`src/rtl/mem_write_monitor_pkg.sv`:
```
// Shared types for the memory-write pass/fail monitor.
// Latency: n/a (types and constant helpers only).
// Backpressure: n/a.
// Contents: mon_status_t state/status encoding, log entry field-width helper,
//           terminal-state predicate.
package riscv_mon_pkg;

  typedef enum logic [2:0] {
    IDLE    = 3'd0,
    RUN     = 3'd1,
    PASS    = 3'd2,
    FAIL    = 3'd3,
    TIMEOUT = 3'd4
  } mon_status_t;

  // Width of a core index; a single-core build still carries a 1-bit field.
  function automatic int idx_w(input int n);
    return (n > 1) ? $clog2(n) : 1;
  endfunction

  function automatic logic is_terminal(input mon_status_t s);
    return (s == PASS) || (s == FAIL) || (s == TIMEOUT);
  endfunction

  // Log entry layout {core, addr, data} at the default build widths. The top
  // level rebuilds the same layout at its own parameter widths.
  typedef struct packed {
    logic [0:0]  core;
    logic [31:0] addr;
    logic [31:0] data;
  } log_entry_t;

endpackage

```
`src/rtl/mem_write_monitor_log_fifo.sv`:
```
// Synchronous FIFO holding observed writes for readout.
// Latency: push at edge N is visible at the head after edge N.
// Backpressure: push is refused when full unless a pop happens in the same cycle.
// Ports: clk, reset (sync, active low); push/push_data in; pop in;
//        head (zero when empty), full, empty out.
module mon_log_fifo #(
  parameter int WIDTH = 8,
  parameter int DEPTH = 8
) (
  input  logic             clk,
  input  logic             reset,
  input  logic             push,
  input  logic [WIDTH-1:0] push_data,
  input  logic             pop,
  output logic [WIDTH-1:0] head,
  output logic             full,
  output logic             empty
);

  localparam int PTR_W = $clog2(DEPTH);

  logic [WIDTH-1:0] mem [DEPTH];
  // One extra wrap bit distinguishes full from empty when the indices match.
  logic [PTR_W:0]   rd_ptr;
  logic [PTR_W:0]   wr_ptr;
  logic             pop_do;
  logic             push_do;

  assign empty   = (rd_ptr == wr_ptr);
  assign full    = (rd_ptr[PTR_W] != wr_ptr[PTR_W]) &&
                   (rd_ptr[PTR_W-1:0] == wr_ptr[PTR_W-1:0]);
  assign pop_do  = pop && !empty;
  // When full, a same-cycle pop frees the slot being written.
  assign push_do = push && (!full || pop_do);

  assign head = empty ? '0 : mem[rd_ptr[PTR_W-1:0]];

  always_ff @(posedge clk) begin
    if (push_do) begin
      mem[wr_ptr[PTR_W-1:0]] <= push_data;
    end
  end

  always_ff @(posedge clk) begin
    if (!reset) begin
      rd_ptr <= '0;
      wr_ptr <= '0;
    end else begin
      if (pop_do)  rd_ptr <= rd_ptr + 1'b1;
      if (push_do) wr_ptr <= wr_ptr + 1'b1;
    end
  end

endmodule

```
`src/rtl/mem_write_monitor.sv`:
```
// Pass/fail monitor on the data-memory write ports of NUM_CORES cores.
// Latency: status/done/fail_core one edge after the qualifying write; log head one edge after push.
// Backpressure: log_ready pops the head; writes that cannot be logged bump log_dropped.
// Ports: clk, reset (sync, active low), enable; per-core mem_write/data_adr/write_data;
//        status, done, cycle_count, fail_core; log_valid/log_ready/log_core/log_addr/log_data;
//        log_dropped.
module mem_write_monitor
  import riscv_mon_pkg::*;
#(
  parameter int                 NUM_CORES      = 2,
  parameter int                 ADDR_W         = 32,
  parameter int                 DATA_W         = 32,
  parameter logic [ADDR_W-1:0]  PASS_ADDR      = ADDR_W'(50),
  parameter logic [DATA_W-1:0]  PASS_DATA      = DATA_W'(4140),
  parameter int                 TIMEOUT_CYCLES = 2000,
  parameter int                 LOG_DEPTH      = 8,
  localparam int                CORE_W         = idx_w(NUM_CORES),
  localparam int                CNT_W          = $clog2(TIMEOUT_CYCLES + 1)
) (
  input  logic                        clk,
  input  logic                        reset,
  input  logic                        enable,
  input  logic [NUM_CORES-1:0]        mem_write,
  input  logic [NUM_CORES*ADDR_W-1:0] data_adr,
  input  logic [NUM_CORES*DATA_W-1:0] write_data,
  output mon_status_t                 status,
  output logic                        done,
  output logic [CNT_W-1:0]            cycle_count,
  output logic [CORE_W-1:0]           fail_core,
  output logic                        log_valid,
  input  logic                        log_ready,
  output logic [CORE_W-1:0]           log_core,
  output logic [ADDR_W-1:0]           log_addr,
  output logic [DATA_W-1:0]           log_data,
  output logic [7:0]                  log_dropped
);

  typedef struct packed {
    logic [CORE_W-1:0] core;
    logic [ADDR_W-1:0] addr;
    logic [DATA_W-1:0] data;
  } entry_t;

  localparam logic [CNT_W-1:0] CNT_LAST = CNT_W'(TIMEOUT_CYCLES - 1);

  mon_status_t       state, state_n;
  logic [CNT_W-1:0]  cnt_n;
  logic [CORE_W-1:0] fail_core_n;
  logic [7:0]        dropped_n;

  logic              any_fail;
  logic              any_pass;
  logic              any_wr;
  logic [CORE_W-1:0] fail_idx;
  entry_t            push_entry;
  logic [31:0]       wr_cnt;
  logic [31:0]       drop_inc;
  logic [31:0]       drop_sum;

  entry_t            head;
  logic              fifo_full;
  logic              fifo_empty;

  // Write decode and priority encoders: lowest index wins both the fail
  // report and the single log slot per cycle.
  always_comb begin
    any_fail   = 1'b0;
    any_pass   = 1'b0;
    any_wr     = 1'b0;
    fail_idx   = '0;
    push_entry = '0;
    wr_cnt     = '0;
    if (state == RUN) begin
      for (int i = NUM_CORES - 1; i >= 0; i--) begin
        if (mem_write[i]) begin
          any_wr     = 1'b1;
          wr_cnt     = wr_cnt + 32'd1;
          push_entry = '{core: CORE_W'(i),
                         addr: data_adr[i*ADDR_W +: ADDR_W],
                         data: write_data[i*DATA_W +: DATA_W]};
          if (data_adr[i*ADDR_W +: ADDR_W] == PASS_ADDR) begin
            if (write_data[i*DATA_W +: DATA_W] == PASS_DATA) begin
              any_pass = 1'b1;
            end else begin
              any_fail = 1'b1;
              fail_idx = CORE_W'(i);
            end
          end
        end
      end
    end
  end

  // Losers of the log arbitration, plus the winner if the FIFO is full and
  // not being drained this cycle.
  always_comb begin
    drop_inc = (wr_cnt > 32'd0) ? (wr_cnt - 32'd1) : 32'd0;
    if (any_wr && fifo_full && !log_ready) begin
      drop_inc = drop_inc + 32'd1;
    end
    drop_sum  = {24'd0, log_dropped} + drop_inc;
    dropped_n = (drop_sum > 32'd255) ? 8'hFF : drop_sum[7:0];
  end

  // Next state. cycle_count counts completed RUN cycles, so the edge that
  // leaves RUN still increments it and the frozen value is the RUN length.
  always_comb begin
    state_n     = state;
    cnt_n       = cycle_count;
    fail_core_n = fail_core;
    case (state)
      IDLE: begin
        cnt_n = '0;
        if (enable) state_n = RUN;
      end
      RUN: begin
        cnt_n = cycle_count + 1'b1;
        if (any_fail) begin
          state_n     = FAIL;
          fail_core_n = fail_idx;
        end else if (any_pass) begin
          state_n = PASS;
        end else if (cycle_count == CNT_LAST) begin
          state_n = TIMEOUT;
        end
      end
      default: ;
    endcase
  end

  always_ff @(posedge clk) begin
    if (!reset) begin
      state       <= IDLE;
      done        <= 1'b0;
      cycle_count <= '0;
      fail_core   <= '0;
      log_dropped <= '0;
    end else begin
      state       <= state_n;
      done        <= is_terminal(state_n);
      cycle_count <= cnt_n;
      fail_core   <= fail_core_n;
      log_dropped <= dropped_n;
    end
  end

  mon_log_fifo #(
    .WIDTH ($bits(entry_t)),
    .DEPTH (LOG_DEPTH)
  ) u_log (
    .clk       (clk),
    .reset     (reset),
    .push      (any_wr),
    .push_data (push_entry),
    .pop       (log_ready),
    .head      (head),
    .full      (fifo_full),
    .empty     (fifo_empty)
  );

  assign status    = state;
  assign log_valid = !fifo_empty;
  assign log_core  = head.core;
  assign log_addr  = head.addr;
  assign log_data  = head.data;

endmodule

```
`config.mk`:
```
export PLATFORM = sky130hd
export DESIGN_NAME = mem_write_monitor
export DESIGN_NICKNAME = d
export VERILOG_FILES = /design/src/rtl/mem_write_monitor_pkg.sv /design/src/rtl/mem_write_monitor_log_fifo.sv /design/src/rtl/mem_write_monitor.sv
export SDC_FILE = /design/constraint.sdc
export NUM_CORES = 1
export LEC_CHECK = 0
export CORE_ASPECT_RATIO = 2
export CORE_MARGIN = 10
export CORE_UTILIZATION = 50
export CTS_BUF_LIST = sky130_fd_sc_hd__clkbuf_8
export DETAILED_ROUTE_END_ITERATION = 10
export GPL_ROUTABILITY_DRIVEN = 0
export GPL_TIMING_DRIVEN = 0
export PLACE_DENSITY = 0.73
export SLEW_MARGIN = 20
export SYNTH_ARGS = -nofsm -noshare
export SYNTH_HDL_FRONTEND = slang
export SYNTH_SLANG_ARGS = --single-unit
```
`constraint.sdc`:
```
create_clock -name clk -period 9.8 [get_ports clk]
set_input_delay 1.47 -clock clk [delete_from_list [all_inputs] [get_ports clk]]
set_output_delay 1.47 -clock clk [all_outputs]
set_load 0.01 [all_outputs]
```
==> results.py, run 1 <==
metrics = {
    "outcome": {
        "status": "finished clean",
    },
    "run": {
        "cap_violations": 0,
    },
    "grt": {
        "grt_pass1_wl_um": 89940,
        "grt_pass1_vias": 14410,
        "grt_max_degree": 21,
        "antenna_found_initial": 1,
        "grtUsageTotal_pct": 21.98,
        "overflow": 0,
    },
    "pwr": {
        "ir_drop_v": 0.0001292,
        "power_mw": 5.150,
        "p_per_area_mw_per_mm2": 184.5,
        "p_leak_nw": 9.092,
    },
    "cts": {
        "cts-resized-gates": 0,
        "root_buffer": "clkbuf_8",
        "h-tree-depth": 3,
        "clk_pin_slew_worst_paths_ns": 0.07,
        "clk_latency_ns": 0.64,
        "numCtsBuffers": 75,
        "cts_tree": "yes",
        "post_cts_buffers": 0,
        "cts_hold_buf": 0,
        "clkSinkCount": 555,
        "cts_max_path_buffers": 3,
    },
    "synthesis": {
        "avgSynthCellArea_um2": 18.07,
        "synth_cell_types": 53,
        "synth_cells": 1266,
        "ys_seq_area_share_pct": 71.33,
        "synth_top_area_share_pct": 68.27,
        "yosysMostFrequentCell": "edfxtp_1",
        "ys_warn_count": 0,
        "synth_edf_count": 520,
        "synthesis.area_mm2": 0.02287,
        "synth_top_cell_by_area": "edfxtp_1",
        "yosys-top-cells-area": "edfxtp_1 (68%), mux4_2 (13%), dfxtp_1 (3.1%)",
        "ys.flop_type": "edfxtp_1",
        "ys_top_cells_by_count": "edfxtp_1 (520), nor2_1 (151), mux4_2 (130), mux2i_1 (66), a22oi_1 (64)",
        "synth-seq-cells": 555,
        "async_reset_ff_share_pct": 0,
    },
    "floorplan": {
        "die_y_um": 322.5,
        "initial_core_util_pct": 50.67,
        "boundaryPins": 224,
        "num_rows": 110,
        "die_area_mm2": 0.05522,
        "core_area_mm2": 0.04514,
        "die_w_um": 171.2,
    },
    "layout": {
        "area_delta_synth_final_pct": 22.06,
        "drive_above_1_share_pct": 19.38,
        "fin_nets": 1781,
        "fin_cells": 2248,
        "final_cell_area_mm2": 0.02792,
    },
    "timing": {
        "period_minus_slack_ns": 5.155,
        "skew_ns": 0.03253,
        "worst_pin_slew_ns": 1.206,
        "max_slew_margin_pct": 18.86,
        "finalMaxSlewViolations": 0,
        "period_share_pct": 52.60,
        "final_hold_viol_count": 0,
        "clock.fmax_ghz": 0.1940,
        "grt_setup_unrepaired": "false",
        "setup_violations": 0,
    },
    "place": {
        "portBuffers": 223,
        "dpl-instance-area_mm2": 0.02650,
        "hpwl_um": 43610,
        "post-place-cells": 2113,
    },
    "drt": {
        "ant_nets": 0,
        "dr.pass1.iters": 5,
        "wl_per_cell_um": 26.74,
        "num_vias": 13410,
        "drc": 0,
        "vias_per_cell": 5.967,
        "drt_iter0_drc": 1206,
        "drt-total-wl_um": 60110,
    },
    "critical_path": {
        "worstPathRequired_ns": 8.33,
        "rrSetupSlack_ns": 6.14,
        "startpoint_type": "flip-flop",
        "worstPathMaxFanout": 10,
        "arrival_ns": 3.68,
        "crit_path_end_kind": "output port",
        "crit_type": "reg2out",
    },
    "hold_path": {
        "hp-class": "reg2reg",
    },
}
## registers in the layout, indices dropped and copies added (netlist names), named ones only
| name | cells |
|---|---|
| fail_core | 1 |
| u_log.wr_ptr | 4 |
| cycle_count | 11 |
| status | 3 |
| u_log.rd_ptr | 4 |
| u_log.mem | 520 |
| log_dropped | 8 |
| done | 1 |
## per-layer routing
| layer | up-vias | share of wire, % | track usage [%] |
|---|---|---|---|
| li1 | 5848 | - | - |
| met1 | 6904 | 36 | 25.27 |
| met2 | 574 | 55 | 39.53 |
| met3 | 88 | 7.5 | 5.017 |
| met4 | 0 | 2.3 | 6.831 |
| met5 | - | 0 | 0 |
## worst max-delay path: stages, from the launching register on
cell and delay (ns):
dfxtp_1 0.34, buf_2 0.23, xor2_1 0.16, nor4b_2 0.47
clkbuf_1 0.70, buf_1 0.48, nor2_1 0.10, clkdlybuf4s50_1 0.57
## metrics by stage
stage | setup slack (ns) | hold WS, ns | utilization, % | TNS (ns)
2_1_floorplan | 0.9742 | 0.4692 | - | 0
5_1_grt | 4.431 | 0.5511 | 61.85 | 0
3_5_place_dp | 4.605 | 0.5017 | 58.71 | 0
6_report | 4.645 | 0.5060 | 61.85 | 0
4_1_cts | 4.575 | 0.5108 | 61.84 | 0
3_3_place_gp | -6.501 | 0.4952 | 57.18 | -1168.41
## power by group
| group | switching [mW] | internal [mW] | leakage (nW) | total [mW] |
|---|---|---|---|---|
| logic | 0.429 | 0.408 | 3.18 | 0.837 |
| registers | 0.0102 | 2.62 | 5.10 | 2.63 |
| clock network | 0.843 | 0.838 | 0.816 | 1.68 |
| total | 1.28 | 3.87 | 9.09 | 5.15 |
## cell families after synthesis
logic type	count (synthesis)	synth area share [%]
fa+ha+maj	17	0.9627
other cells	2	0.03283
compound gates	120	3.846
flops	555	71.33
simple gates	279	6.001
buf+inv	80	1.428
mux	197	15.79
xor+xnor	16	0.6127
## layout by cell type, fill, tap and decap left out, types with 4 or more instances in the layout
master	synthesis	routed
mux2i_1	66	66
a22oi_1	64	64
a21oi_1	10	10
xnor2_1	8	8
clkinv_1	0	14
ha_1	16	16
mux4_2	130	130
o21ai_0	13	13
inv_1	8	33
clkbuf_8	0	80
nand3_1	9	9
buf_16	0	4
nor4_1	26	24
xor2_1	8	8
clkinv_2	0	8
nor2b_1	7	7
buf_2	18	30
nor2_1	151	147
clkdlybuf4s50_1	0	223
nor3_1	10	6
buf_12	0	5
edfxtp_1	520	520
a21boi_0	6	6
nor4b_1	6	6
nand2b_1	6	6
and3_1	7	7
clkbuf_1	38	38
nand2_1	21	21
conb_1	2	4
buf_6	0	14
buf_4	1	28
o21a_1	16	16
buf_1	15	15
dfxtp_1	35	35
nand4_1	8	8
nor3_2	0	4
and2_1	12	12
## cell type report
class	count	area, um2
tap	560	700.7
buffer	72	296.5
timing repair buffer	285	2863
sequential	555	16320
inverter	8	30.03
antenna	1	2.502
clock buffer	80	1101
clock inverter	54	314.1
fill	3191	17220
multi-input combinational	633	6296
## worst paths after layout
kind	from	endpoint	cells past startpoint
min reg2reg	u_log.wr_ptr[3]$_SDFFE_PN0P_	u_log.wr_ptr[3]$_SDFFE_PN0P_	2
max reg2reg	status[0]$_SDFF_PN0_	log_dropped[7]$_SDFF_PN0_	13
max	u_log.wr_ptr[1]$_SDFFE_PN0P_	log_addr[23]	7
min	u_log.wr_ptr[3]$_SDFFE_PN0P_	u_log.wr_ptr[3]$_SDFFE_PN0P_	2
No activity file was read; power rests on OpenSTA's default activity.
==> run 2, diff against run 1 <==
==> constraint.sdc (replaced) <==
create_clock -name clk -period 5.3 [get_ports clk]
set_input_delay 0.795 -clock clk [delete_from_list [all_inputs] [get_ports clk]]
set_output_delay 0.795 -clock clk [all_outputs]
set_load 0.01 [all_outputs]
==> results.py, run 2 (synthesized netlist as in run 1, its figures left out) <==
metrics = {
    "critical_path": {
        "worstPathRequired_ns": 4.51,
        "worstPathMaxFanout": 10,
        "crit_path_end_kind": "output port",
        "startpoint_type": "flip-flop",
        "crit_type": "reg2out",
        "arrival_ns": 3.85,
    },
    "cts": {
        "numCtsBuffers": 73,
        "h-tree-depth": 3,
        "clkSinkCount": 555,
        "cts_hold_buf": 0,
        "post_cts_buffers": 0,
        "clk_latency_ns": 0.64,
        "cts_tree": "yes",
        "cts_max_path_buffers": 3,
        "clk_pin_slew_worst_paths_ns": 0.07,
        "cts-resized-gates": 0,
        "root_buffer": "clkbuf_8",
    },
    "layout": {
        "largest_reg_flops": 520,
        "fin_nets": 1772,
        "final_cell_mix": "edfxtp_1 (520), clkdlybuf4s50_1 (223), nor2_1 (147)",
        "area_delta_synth_final_pct": 22.18,
        "final_cell_area_mm2": 0.02795,
        "nFillCells": 3272,
        "fin_util_pct": 61.91,
        "drive_above_1_share_pct": 19.18,
        "final_common_cell": "edfxtp_1",
    },
    "outcome": {
        "status": "finished clean",
    },
    "grt": {
        "met1_usage_pct": 24.68,
        "grtUsageTotal_pct": 21.91,
        "use_met2_pct": 39.70,
        "grt_max_degree": 21,
        "grt_pass1_vias": 14510,
        "busiest_layer": "met2",
        "antenna_found_initial": 1,
        "met3_usage_pct": 4.760,
        "overflow": 0,
        "grt_pass1_wl_um": 89470,
    },
    "timing": {
        "setup_ws_ns": 0.6512,
        "skew_ns": 0.02036,
        "final_hold_viol_count": 0,
        "period_share_pct": 87.71,
        "finalMaxSlewViolations": 0,
        "setup_violations": 0,
        "max_slew_margin_pct": 36.68,
        "period_minus_slack_ns": 4.649,
        "worst_pin_slew_ns": 0.9498,
        "grt_setup_unrepaired": "false",
        "clock.fmax_ghz": 0.2151,
        "fin_setup_tns_ns": 0,
    },
    "drt": {
        "ant_nets": 0,
        "drt_iter0_drc": 1188,
        "dr.pass1.iters": 5,
        "drc": 0,
        "drt-total-wl_um": 60110,
        "vias_per_cell": 5.973,
        "wl_per_cell_um": 26.89,
        "num_vias": 13350,
    },
    "place": {
        "portBuffers": 223,
        "pre_cts_slack_ns": 0.8080,
        "dpl-instance-area_mm2": 0.02660,
        "hpwl_um": 44090,
    },
    "floorplan": {
        "die_y_um": 322.5,
        "core_area_mm2": 0.04514,
        "num_rows": 110,
        "initial_core_util_pct": 50.67,
        "die_w_um": 171.2,
        "die_area_mm2": 0.05522,
        "boundaryPins": 224,
    },
    "pwr": {
        "ir_drop_v": 0.0002333,
        "power_mw": 9.421,
        "p_leak_nw": 9.019,
        "p_per_area_mw_per_mm2": 337.1,
    },
    "hold_path": {
        "hp-class": "reg2reg",
    },
    "run": {
        "cap_violations": 0,
    },
}
run 2: area by class of cell:
cell class                 instances  area, um2  area share (%)
tap                              560      700.7           2.507
sequential                       555      16320           58.38
inverter                           8      30.03          0.1074
antenna                            1      2.502        0.008954
clock buffer                      78       1074           3.841
timing repair buffer             278       2940           10.52
clock inverter                    50      270.3          0.9670
multi-input combinational        633       6317           22.60
buffer                            72      296.5           1.061
run 2: worst max-delay path: stages, from the launching register on:
cell and delay, ns:
dfxtp_1 0.33, buf_2 0.24, xor2_1 0.16, nor4b_2 0.52, clkbuf_1 0.75, buf_1 0.48
nor2_1 0.21, clkdlybuf4s50_1 0.53
run 2: worst paths after layout:
path	startpoint	end	slack (ns)	cells after the start
worst max-delay path	u_log.wr_ptr[1]$_SDFFE_PN0P_	log_data[20]	0.65	7
worst min-delay path	fail_core$_SDFFE_PN0P_	fail_core$_SDFFE_PN0P_	0.50	2
worst max register to register	status[0]$_SDFF_PN0_	log_dropped[3]$_SDFF_PN0_	1.50	13
worst min register to register	fail_core$_SDFFE_PN0P_	fail_core$_SDFFE_PN0P_	0.50	2
run 2: metal layers:
| layer | part of all wire [%] | routed length [um] |
|---|---|---|
| met5 | 0 | 0 |
| met4 | 2.7 | 1629 |
| met3 | 8.0 | 4787 |
| met2 | 55 | 32890 |
| met1 | 35 | 20800 |
run 2: through the flow:
stage | hold slack [ns] | instances
2_1_floorplan | 0.4692 | 1268
3_3_place_gp | 0.4867 | 2051
3_5_place_dp | 0.4966 | 2106
4_1_cts | 0.5059 | 2234
5_1_grt | 0.5309 | 2235
6_report | 0.5039 | 2235
run 2: power by group:
group / internal [mW] / switching, mW / leakage [nW]
clock: 1.46 / 1.53 / 0.749
sequential: 4.85 / 0.0199 / 5.10
combinational: 0.756 / 0.802 / 3.17
total: 7.07 / 2.36 / 9.02
